File: config.mk
export PLATFORM = sky130hd
export DESIGN_NAME = hazard_scoreboard_unit
export DESIGN_NICKNAME = d
export VERILOG_FILES = /design/src/rtl/hazard_pkg.sv /design/src/rtl/hazard_scoreboard_unit_sat_down_counter.sv /design/src/rtl/hazard_scoreboard_unit.sv
export SDC_FILE = /design/constraint.sdc
export NUM_CORES = 1
export LEC_CHECK = 0
export CAP_MARGIN = 20
export CORE_AREA = 2 2 141 143
export DETAILED_ROUTE_END_ITERATION = 12
export DIE_AREA = 0 0 143 145
export PLACE_DENSITY = 0.79
export RECOVER_POWER = 50
export SYNTH_ARGS = -nofsm -noshare
export SYNTH_HDL_FRONTEND = slang
export SYNTH_SLANG_ARGS = --single-unit
File: constraint.sdc
create_clock -name clk -period 14.5 [get_ports clk]
set_input_delay 2.9 -clock clk [delete_from_list [all_inputs] [get_ports clk]]
set_output_delay 2.9 -clock clk [all_outputs]
set_load 0.03 [all_outputs]
File: src/rtl/hazard_pkg.sv
// Shared constants for the ID-stage hazard scoreboard: stall-cause bit
// positions and nominal producer latencies.
package hazard_pkg;

  localparam int CAUSE_RAW    = 0;
  localparam int CAUSE_WAW    = 1;
  localparam int CAUSE_STRUCT = 2;
  localparam int CAUSE_W      = 3;

  localparam int LAT_ALU  = 0;
  localparam int LAT_LOAD = 1;
  localparam int LAT_MUL  = 3;
  localparam int LAT_VEC  = 4;

  typedef logic [CAUSE_W-1:0] cause_t;

endpackage

File: src/rtl/hazard_scoreboard_unit_sat_down_counter.sv
// Loadable down-counter that saturates at zero; a load wins over the
// same-cycle decrement.
module sat_down_counter #(
  parameter int LAT_W = 4
) (
  input  logic             clk,
  input  logic             rst,
  input  logic             load_i,
  input  logic [LAT_W-1:0] load_val_i,
  output logic [LAT_W-1:0] cnt_o
);

  logic [LAT_W-1:0] cnt_q;
  logic [LAT_W-1:0] cnt_d;

  always_comb begin
    cnt_d = cnt_q;
    if (load_i) begin
      cnt_d = load_val_i;
    end else if (cnt_q != '0) begin
      cnt_d = cnt_q - 1'b1;
    end
  end

  always_ff @(posedge clk or posedge rst) begin
    if (rst) begin
      cnt_q <= '0;
    end else begin
      cnt_q <= cnt_d;
    end
  end

  assign cnt_o = cnt_q;

endmodule

File: src/rtl/hazard_scoreboard_unit.sv
// ID-stage hazard unit: per-register countdown scoreboard plus occupancy
// counter for the non-pipelined unit; produces stall/bubble/flush controls.
module hazard_scoreboard_unit
  import hazard_pkg::*;
#(
  parameter int NUM_REGS           = 32,
  parameter int REG_AW             = 5,
  parameter int LAT_W              = 4,
  parameter int ZERO_REG_HARDWIRED = 1
) (
  input  logic                clk,
  input  logic                rst,
  input  logic                id_valid,
  input  logic [REG_AW-1:0]   id_rs1,
  input  logic [REG_AW-1:0]   id_rs2,
  input  logic [REG_AW-1:0]   id_rs3,
  input  logic [2:0]          id_rs_use,
  input  logic [REG_AW-1:0]   id_rd,
  input  logic                id_rd_we,
  input  logic [LAT_W-1:0]    id_lat,
  input  logic                id_unpiped,
  input  logic [LAT_W-1:0]    id_occ,
  input  logic                flush,
  output logic                pcwrite,
  output logic                ifid_write,
  output logic                hazard,
  output logic                issue,
  output logic [2:0]          stall_cause,
  output logic [NUM_REGS-1:0] sb_pending
);

  logic [LAT_W-1:0]    cnt [NUM_REGS];
  logic [NUM_REGS-1:0] cnt_load;
  logic [LAT_W-1:0]    occ;
  logic                rd_live;
  logic                raw;
  logic                waw;
  logic                strc;
  logic                stall;

  // Register 0 is invisible to the scoreboard when it is hardwired to zero.
  function automatic logic reg_live(input logic [REG_AW-1:0] r);
    return !((ZERO_REG_HARDWIRED != 0) && (r == '0));
  endfunction

  assign rd_live = id_rd_we && reg_live(id_rd);

  always_comb begin
    raw = 1'b0;
    if (id_rs_use[0] && reg_live(id_rs1) && (cnt[id_rs1] != '0)) raw = 1'b1;
    if (id_rs_use[1] && reg_live(id_rs2) && (cnt[id_rs2] != '0)) raw = 1'b1;
    if (id_rs_use[2] && reg_live(id_rs3) && (cnt[id_rs3] != '0)) raw = 1'b1;
    raw = raw && id_valid;
  end

  // WAW only when the older result would land after this one.
  assign waw   = id_valid && rd_live && (cnt[id_rd] > id_lat);
  assign strc  = id_valid && id_unpiped && (occ != '0);
  assign stall = (raw || waw || strc) && !flush;

  always_comb begin
    pcwrite     = 1'b1;
    ifid_write  = 1'b1;
    hazard      = 1'b0;
    issue       = id_valid;
    stall_cause = '0;
    if (flush) begin
      hazard = 1'b1;
      issue  = 1'b0;
    end else if (stall) begin
      pcwrite                   = 1'b0;
      ifid_write                = 1'b0;
      hazard                    = 1'b1;
      issue                     = 1'b0;
      stall_cause[CAUSE_RAW]    = raw;
      stall_cause[CAUSE_WAW]    = waw;
      stall_cause[CAUSE_STRUCT] = strc;
    end
  end

  for (genvar g = 0; g < NUM_REGS; g++) begin : g_sb
    assign cnt_load[g]   = issue && rd_live && (id_rd == REG_AW'(g));
    assign sb_pending[g] = (cnt[g] != '0);

    sat_down_counter #(.LAT_W(LAT_W)) u_cnt (
      .clk        (clk),
      .rst        (rst),
      .load_i     (cnt_load[g]),
      .load_val_i (id_lat),
      .cnt_o      (cnt[g])
    );
  end

  sat_down_counter #(.LAT_W(LAT_W)) u_occ (
    .clk        (clk),
    .rst        (rst),
    .load_i     (issue && id_unpiped),
    .load_val_i (id_occ),
    .cnt_o      (occ)
  );

endmodule

# Yosys cells after proc, flatten, opt, wreduce, memory -nomap -nowiden
# Index checks and enable logic that the tools add are counted.
# W data, S select, Z words.
# op_classes
n_addsub	33
multipliers	0
div_mod_pow	0
order_cmp	5
eq_ne	31
shifts	0
n_mux	89
bitwise	4
reduce_logical	127
# ops
cell	n
$mux W4	74
$reduce_bool A4 Y1	36
$sub A4 B1 Y4 const B	33
$bmux W4 S5	4
$eq A5 B5 Y1 const B	16
$reduce_bool A2 Y1	33
$logic_and A1 B1 Y1	47
$eq A5 B4 Y1 const B	8
$ge A6 B6 Y1 const B	4
$not A5 Y6	4
$eq A5 B3 Y1 const B	4
$logic_not A5 Y1	4
$eq A5 B2 Y1 const B	2
$mux W1	9
$mux W3	2
$eq A5 B1 Y1 const B	1
$logic_not A1 Y1	5
$gt A4 B4 Y1	1
$logic_or A1 B1 Y1	2
# totals
ff_bits	132
latch_bits	0
mem_bits_rw	0
rom_bits	0
in_bits	37
out_inout_bits	39
word_cells	322
n_memories	0

# Longest topological paths before layout
# depth
ltp_word	18
mapped_depth	15
ltp_nobuf	12

# Cells and area by module
# Synthesis repeated with hierarchy kept, for this count alone.
# unflattened
hier_cells	1224
area_unflattened_um2	11815.1
# by_module_without_submodules
mod	instances	cells_each	area_per_inst_um2	seq_area_each_um2
sat_down_counter at g_sb[12].u_cnt ...	30	27	265.3	100.1
hazard_scoreboard_unit	1	333	3042.9	0.0
sat_down_counter at g_sb[0].u_cnt ...	3	27	271.5	100.1

# Least setup slack after synthesis
# OpenSTA, ideal clock, no wires.
# synth_timing
kind	in2out
start	in id_rd[0]
end	out issue
t_arrival_ns	7.487
required_time_ns	11.600
slack_ns	4.113
path_stages	15
path_buffers	3
cell_sequence	clkbuf_1 > buf_1 > mux4_2 > mux4_2 > mux2_2 > ha_1 > nor2b_1 > o21a_1 > o21a_1 > o211ai_1 > o21ai_0 > nor4_4 > buf_2 > nand2_1 > nor2_1
# synth_between
elab_chain_len	11
elab_cells_between_ends	15
cone_classes	1 x order compare; 5 x mux; 1 x bitwise; 8 x reduce/logical
# synth_rtl
element	line_no	source
start: declaration	hazard_scoreboard_unit.sv:18	input logic [REG_AW-1:0] id_rd,
$not A5 Y6 (implied by the code)	hazard_scoreboard_unit.sv:57	assign waw = id_valid && rd_live && (cnt[id_rd] > id_lat);
$bmux W4 S5	hazard_scoreboard_unit.sv:57	
$mux W4 (implied by the code) (2 in a row)	hazard_scoreboard_unit.sv:57	
$gt A4 B4 Y1	hazard_scoreboard_unit.sv:57	
$logic_and A1 B1 Y1 (*)	hazard_scoreboard_unit.sv:57	
$logic_or A1 B1 Y1 (*) (2 in a row)	hazard_scoreboard_unit.sv:59	assign stall = (raw || waw || strc) && !flush;
$logic_and A1 B1 Y1 (*)	hazard_scoreboard_unit.sv:59	
$mux W1 (*)	hazard_scoreboard_unit.sv:70	end else if (stall) begin
$mux W1 (*)	hazard_scoreboard_unit.sv:67	if (flush) begin
end: declaration	hazard_scoreboard_unit.sv:27	output logic issue,
# Every way passes the cells marked *; elsewhere a longest branch is shown, timed or not. The select of a mux whose other input is x is not followed.

# Worst setup path after layout
# layout_timing
start	in id_rd[1]
end	out issue
# The elaborated chain is that of the path after synthesis.

==> impl_summary.md <==
Status
The run finished, with violations left. The final reports fail on max-capacitance violations, max-slew violations.

Clock tree
The clock root buffer master is sky130_fd_sc_hd__clkbuf_16. After clock tree synthesis, the clock-pin slew on the worst setup and hold paths is 0.06 ns. The clock passes through at most 2 buffers.

The number of buffers added to fix hold violations after cts is 0. CTS saw around 130 sinks. The number of buffers inserted to repair setup after CTS is 0.

Post-CTS repair changed the size of 0 cells. Buffers inserted during clock tree synthesis total 17. At the later pin of the worst-skew pair, clock insertion delay measures 0.44 ns. In this run the number of H-tree levels came out at 4. The clock tree from TritonCTS is built.

Timing
The max-slew violation count was 123. The count of final setup violators is 0. The headroom to the max-slew limit is -145.9%. For the pin with the worst max-slew slack, the measured transition is 3.689 ns. For this run, the top clock speed supported by timing is 93.39 MHz. The final-report hold violation count came to 0. In the final timing run, aggregate negative setup slack is 0 ns. The worst setup skew after layout is 0.008800 ns. After layout, the worst setup slack is between 3 and 4 ns. The final period demand of the worst path is 10.71 ns.

The final cycle utilization of the critical path is between 70% and 80%. Setup repair after global routing left no endpoint under its margin.

Die
The total area inside the core boundary comes to 19210 sq um. The count of boundary I/O pins is 76. The die is between 100 and 150 microns wide. The die covers 20740 sq um.

The initialized floorplan defines 51 standard-cell rows. For this configuration, the core starts out at a cell density of 54.48%. The overall die height is 145 microns.

Synthesis
The post-synthesis register bit count is 132. The per-instance average area after synthesis is between 9 and 10 sq um. For this run, the leading register cell type out of synthesis is sky130_fd_sc_hd__dfrtp_1.

Of all cell types, the one taking the most synthesized area is sky130_fd_sc_hd__dfrtp_1. The register area share after synthesis is 31.57%. The number of nets produced by synthesis is between 1000 and 1500. The number of distinct library cells after synthesis is 55. Synthesis produced a netlist whose cell count is 1064. The netlist area before placement is 10460 sq um. By area the synthesized netlist is led by sky130_fd_sc_hd__dfrtp_1 (32%), sky130_fd_sc_hd__mux4_2 (12%), sky130_fd_sc_hd__mux2i_1 (10%), sky130_fd_sc_hd__ha_1 (8.3%), sky130_fd_sc_hd__nand2_1 (4.1%).

The number of flops mapped to enable cells by yosys is 0. The async set-or-reset flop fraction in the synthesized netlist is 100.0%. The top cell type by area accounts for 31.57% of the synthesized area. The synthesis warning total is 0.

Power and ir drop
Per report_power, the clock group accounts for 18.1% of the total. Summed over all cells, the static leakage comes to 5.758 nW. The proportion of power drawn by flip-flops and latches is 33.4%. The internal portion of the total power is 1.490 mW.

The power per standard cell area is 217.7 nW/um^2. The maximum resistive drop on vdd is 0.0001583 V. The fraction of power consumed by combinational cells is between 40% and 50%. The switching part of the total power is 43.46%. The reported net switching power is between 1 and 1.5 mW.

Detailed routing
The detailed router finished its first iteration with ~1200 violations. The total DRC errors in the routed layout is 0. The number of vias in the routed layout is 9073.

Dividing the detail-routed via count by the number of cells gives 6.462. The final antenna-violating net count is 0. The total wire length after detailed routing is 30420 microns. The wire length per cell after detailed routing is 21.67 microns. The number of iterations in the first detailed-routing pass is 6.

Cells and area
Counting the fill cells in the layout gives 1546. The area overhead of the layout relative to synthesis is 15.70%. The area occupied by registers is around 3300 sq um.

The area used by multi-input combinational logic is 6710 sq um. The finished layout holds 1404 standard cells, fillers aside. The number of antenna repair diodes is 0. The number of nets in the layout is 1232. The fraction of layout instances using a drive strength above 1 is 11.59%. The final core area utilization is 63.03%.

Job
The count of maximum capacitance violations is 2.

Setup path
At the worst endpoint, the arrival time is 7.81 ns. The worst setup path is captured at a primary output. Walking the worst path, the cells encountered are clkdlybuf4s50_1 -> buf_4 -> mux4_2 -> mux4_2 -> mux2_2 -> ha_1 -> nor2b_1 -> o21a_1 -> o21a_1 -> o211ai_1 -> o21ai_0 -> nor4_4 -> buf_4 -> nand2_1 -> nor2_1 -> clkdlybuf4s50_1. Along the worst path, the maximum fanout reaches 37. The category of the most critical setup path is in -> out. The worst stage delay on the critical path is 0.71 ns.

The slowest stage of the critical path is the sky130_fd_sc_hd__clkdlybuf4s50_1 cell. The required time reported for the critical path endpoint is 11.60 ns. The critical path launch point type is an input port.

Global routing
The first global-routing pass estimated 47940 microns of wire. The number of global-route vias before repair is 8743. Summed over all layers, the global routing overflow is 0.

The largest net degree at the start of global routing is 81. The number of antenna violations at the first check in global routing was 0. Global routing used 29.91% of the available tracks across all layers.

Placement
In this run the tool buffered the top-level ports with 75 buffer cells. The routability-driven placement congestion ratio is 0.9639. The post-detailed-placement half-perimeter wirelength is 21440 microns. After detailed placement, the design holds a cell count of 1370.

The placement-stage worst setup slack is ~3.7 ns.

Hold path
The path class of the lowest-slack min-delay path is reg -> reg.
[routing by layer]
layer	vias up	GRT usage [%]	part of all wire, %
met5	-	0	0
met3	101	7.327	11
met2	585	45.62	46
met4	0	11.58	3.5
met1	4387	41.14	39
li1	4000	-	-
[worst paths after layout]
check | startpoint | end | slack (ns) | depth (start not counted)
worst min-delay path | g_sb[0].u_cnt.cnt_o[3] | g_sb[0].u_cnt.cnt_o[3] | 0.57 | 1
max in group asynchronous | rst | g_sb[0].u_cnt.cnt_o[2] | 6.05 | 4
min in group asynchronous | rst | g_sb[28].u_cnt.cnt_o[2] | 3.56 | 2
worst max-delay path | id_rd[1] | issue | 3.79 | 16
worst max register to register | g_sb[16].u_cnt.cnt_o[1] | g_sb[1].u_cnt.cnt_o[0] | 10.04 | 13
worst min register to register | g_sb[0].u_cnt.cnt_o[3] | g_sb[0].u_cnt.cnt_o[3] | 0.57 | 1
[cell type report]
| type | count | share of cell area (%) |
|---|---|---|
| Clock buffer | 20 | 3.855 |
| Timing Repair Buffer | 87 | 6.945 |
| Inverter | 74 | 2.305 |
| Sequential cell | 132 | 27.28 |
| Multi-Input combinational cell | 814 | 55.43 |
| Clock inverter | 12 | 1.447 |
| Tap cell | 265 | 2.739 |
[cell families after synthesis]
family / count (synthesis) / synth area share [%]
flops: 132 / 31.57
fa+ha+maj: 69 / 8.251
mux: 203 / 26.71
compound gates: 105 / 6.051
simple gates: 372 / 17.67
buf+inv: 118 / 4.305
xor+xnor: 65 / 5.441
[critical path, delay by kind of cell]
kind                       cells  cell delay, ns
AOI/OAI and AO/OA              4            0.72
muxes                          3            1.15
and+or+nand+nor                4            0.75
adders and majority gates      1            0.29
buffers and inverters          4            1.97
[flip-flops by register name, indices dropped and copies added (netlist names)]
| register | cells |
|---|---|
| u_occ.cnt_o | 4 |
| g_sb.u_cnt.cnt_o | 128 |
[through the flow]
stage	power, mW	hold WS (ns)	area, sq um
5_1_grt	2.820	0.5948	12110
6_report	2.636	0.5674	12110
3_5_place_dp	2.121	0.5454	11450
2_1_floorplan	1.739	0.4982	10460
4_1_cts	2.616	0.5627	12090
3_3_place_gp	2.060	0.5155	11450
[synthesized netlist by cell type (all sizes together), types with 4 or more instances]
| cell | instances |
|---|---|
| dfrtp | 132 |
| nand2 | 114 |
| mux2i | 106 |
| inv | 74 |
| ha | 69 |
| nor2 | 65 |
| mux4 | 57 |
| nor3 | 46 |
| mux2 | 40 |
| o21ai | 37 |
| a21oi | 36 |
| clkbuf | 34 |
| nand3 | 34 |
| xnor2 | 34 |
| or3 | 32 |
| xor2 | 31 |
| nor4 | 28 |
| or4 | 18 |
| buf | 10 |
| nor2b | 6 |
| and3 | 4 |
| nand4 | 4 |
| nor4b | 4 |
[power groups by stage]
stage                     clock, mW  sequential [mW]  combinational, mW
after floorplan                   0            0.733               1.01
after global placement            0            0.859               1.20
after detailed placement          0            0.858               1.26
after CTS                     0.480            0.856               1.28
after global routing          0.497            0.896               1.43
final                         0.477            0.881               1.28
[placed cells by master, fill, tap and decap left out, types with 3 or more instances in the layout]
master	Yosys	final
sky130_fd_sc_hd__nor2_1	65	65
sky130_fd_sc_hd__or3_1	32	32
sky130_fd_sc_hd__clkinvlp_4	0	3
sky130_fd_sc_hd__xor2_1	31	31
sky130_fd_sc_hd__mux4_2	57	57
sky130_fd_sc_hd__or3b_2	3	3
sky130_fd_sc_hd__dlygate4sd3_1	0	16
sky130_fd_sc_hd__mux2_2	21	21
sky130_fd_sc_hd__nand3_1	34	34
sky130_fd_sc_hd__inv_1	74	73
sky130_fd_sc_hd__ha_1	69	69
sky130_fd_sc_hd__o21ai_0	37	37
sky130_fd_sc_hd__nand3b_1	3	3
sky130_fd_sc_hd__nand4_1	4	4
sky130_fd_sc_hd__dfrtp_1	132	132
sky130_fd_sc_hd__mux2_1	19	19
sky130_fd_sc_hd__nor4b_1	4	4
sky130_fd_sc_hd__nor3_1	46	46
sky130_fd_sc_hd__clkbuf_16	0	17
sky130_fd_sc_hd__or4_1	18	18
sky130_fd_sc_hd__and3_1	4	4
sky130_fd_sc_hd__o31a_1	3	3
sky130_fd_sc_hd__o41ai_1	3	3
sky130_fd_sc_hd__nor4_1	27	27
sky130_fd_sc_hd__nand2b_1	3	3
sky130_fd_sc_hd__mux2i_1	106	106
sky130_fd_sc_hd__buf_4	1	9
sky130_fd_sc_hd__nand2_1	114	114
sky130_fd_sc_hd__bufinv_16	0	4
sky130_fd_sc_hd__xnor2_1	34	34
sky130_fd_sc_hd__a31o_2	3	3
sky130_fd_sc_hd__nor2b_1	6	6
sky130_fd_sc_hd__a21oi_1	36	36
sky130_fd_sc_hd__clkinv_2	0	3
sky130_fd_sc_hd__clkbuf_8	0	3
sky130_fd_sc_hd__clkdlybuf4s50_1	0	58
Power figures use the tool's default switching activity.
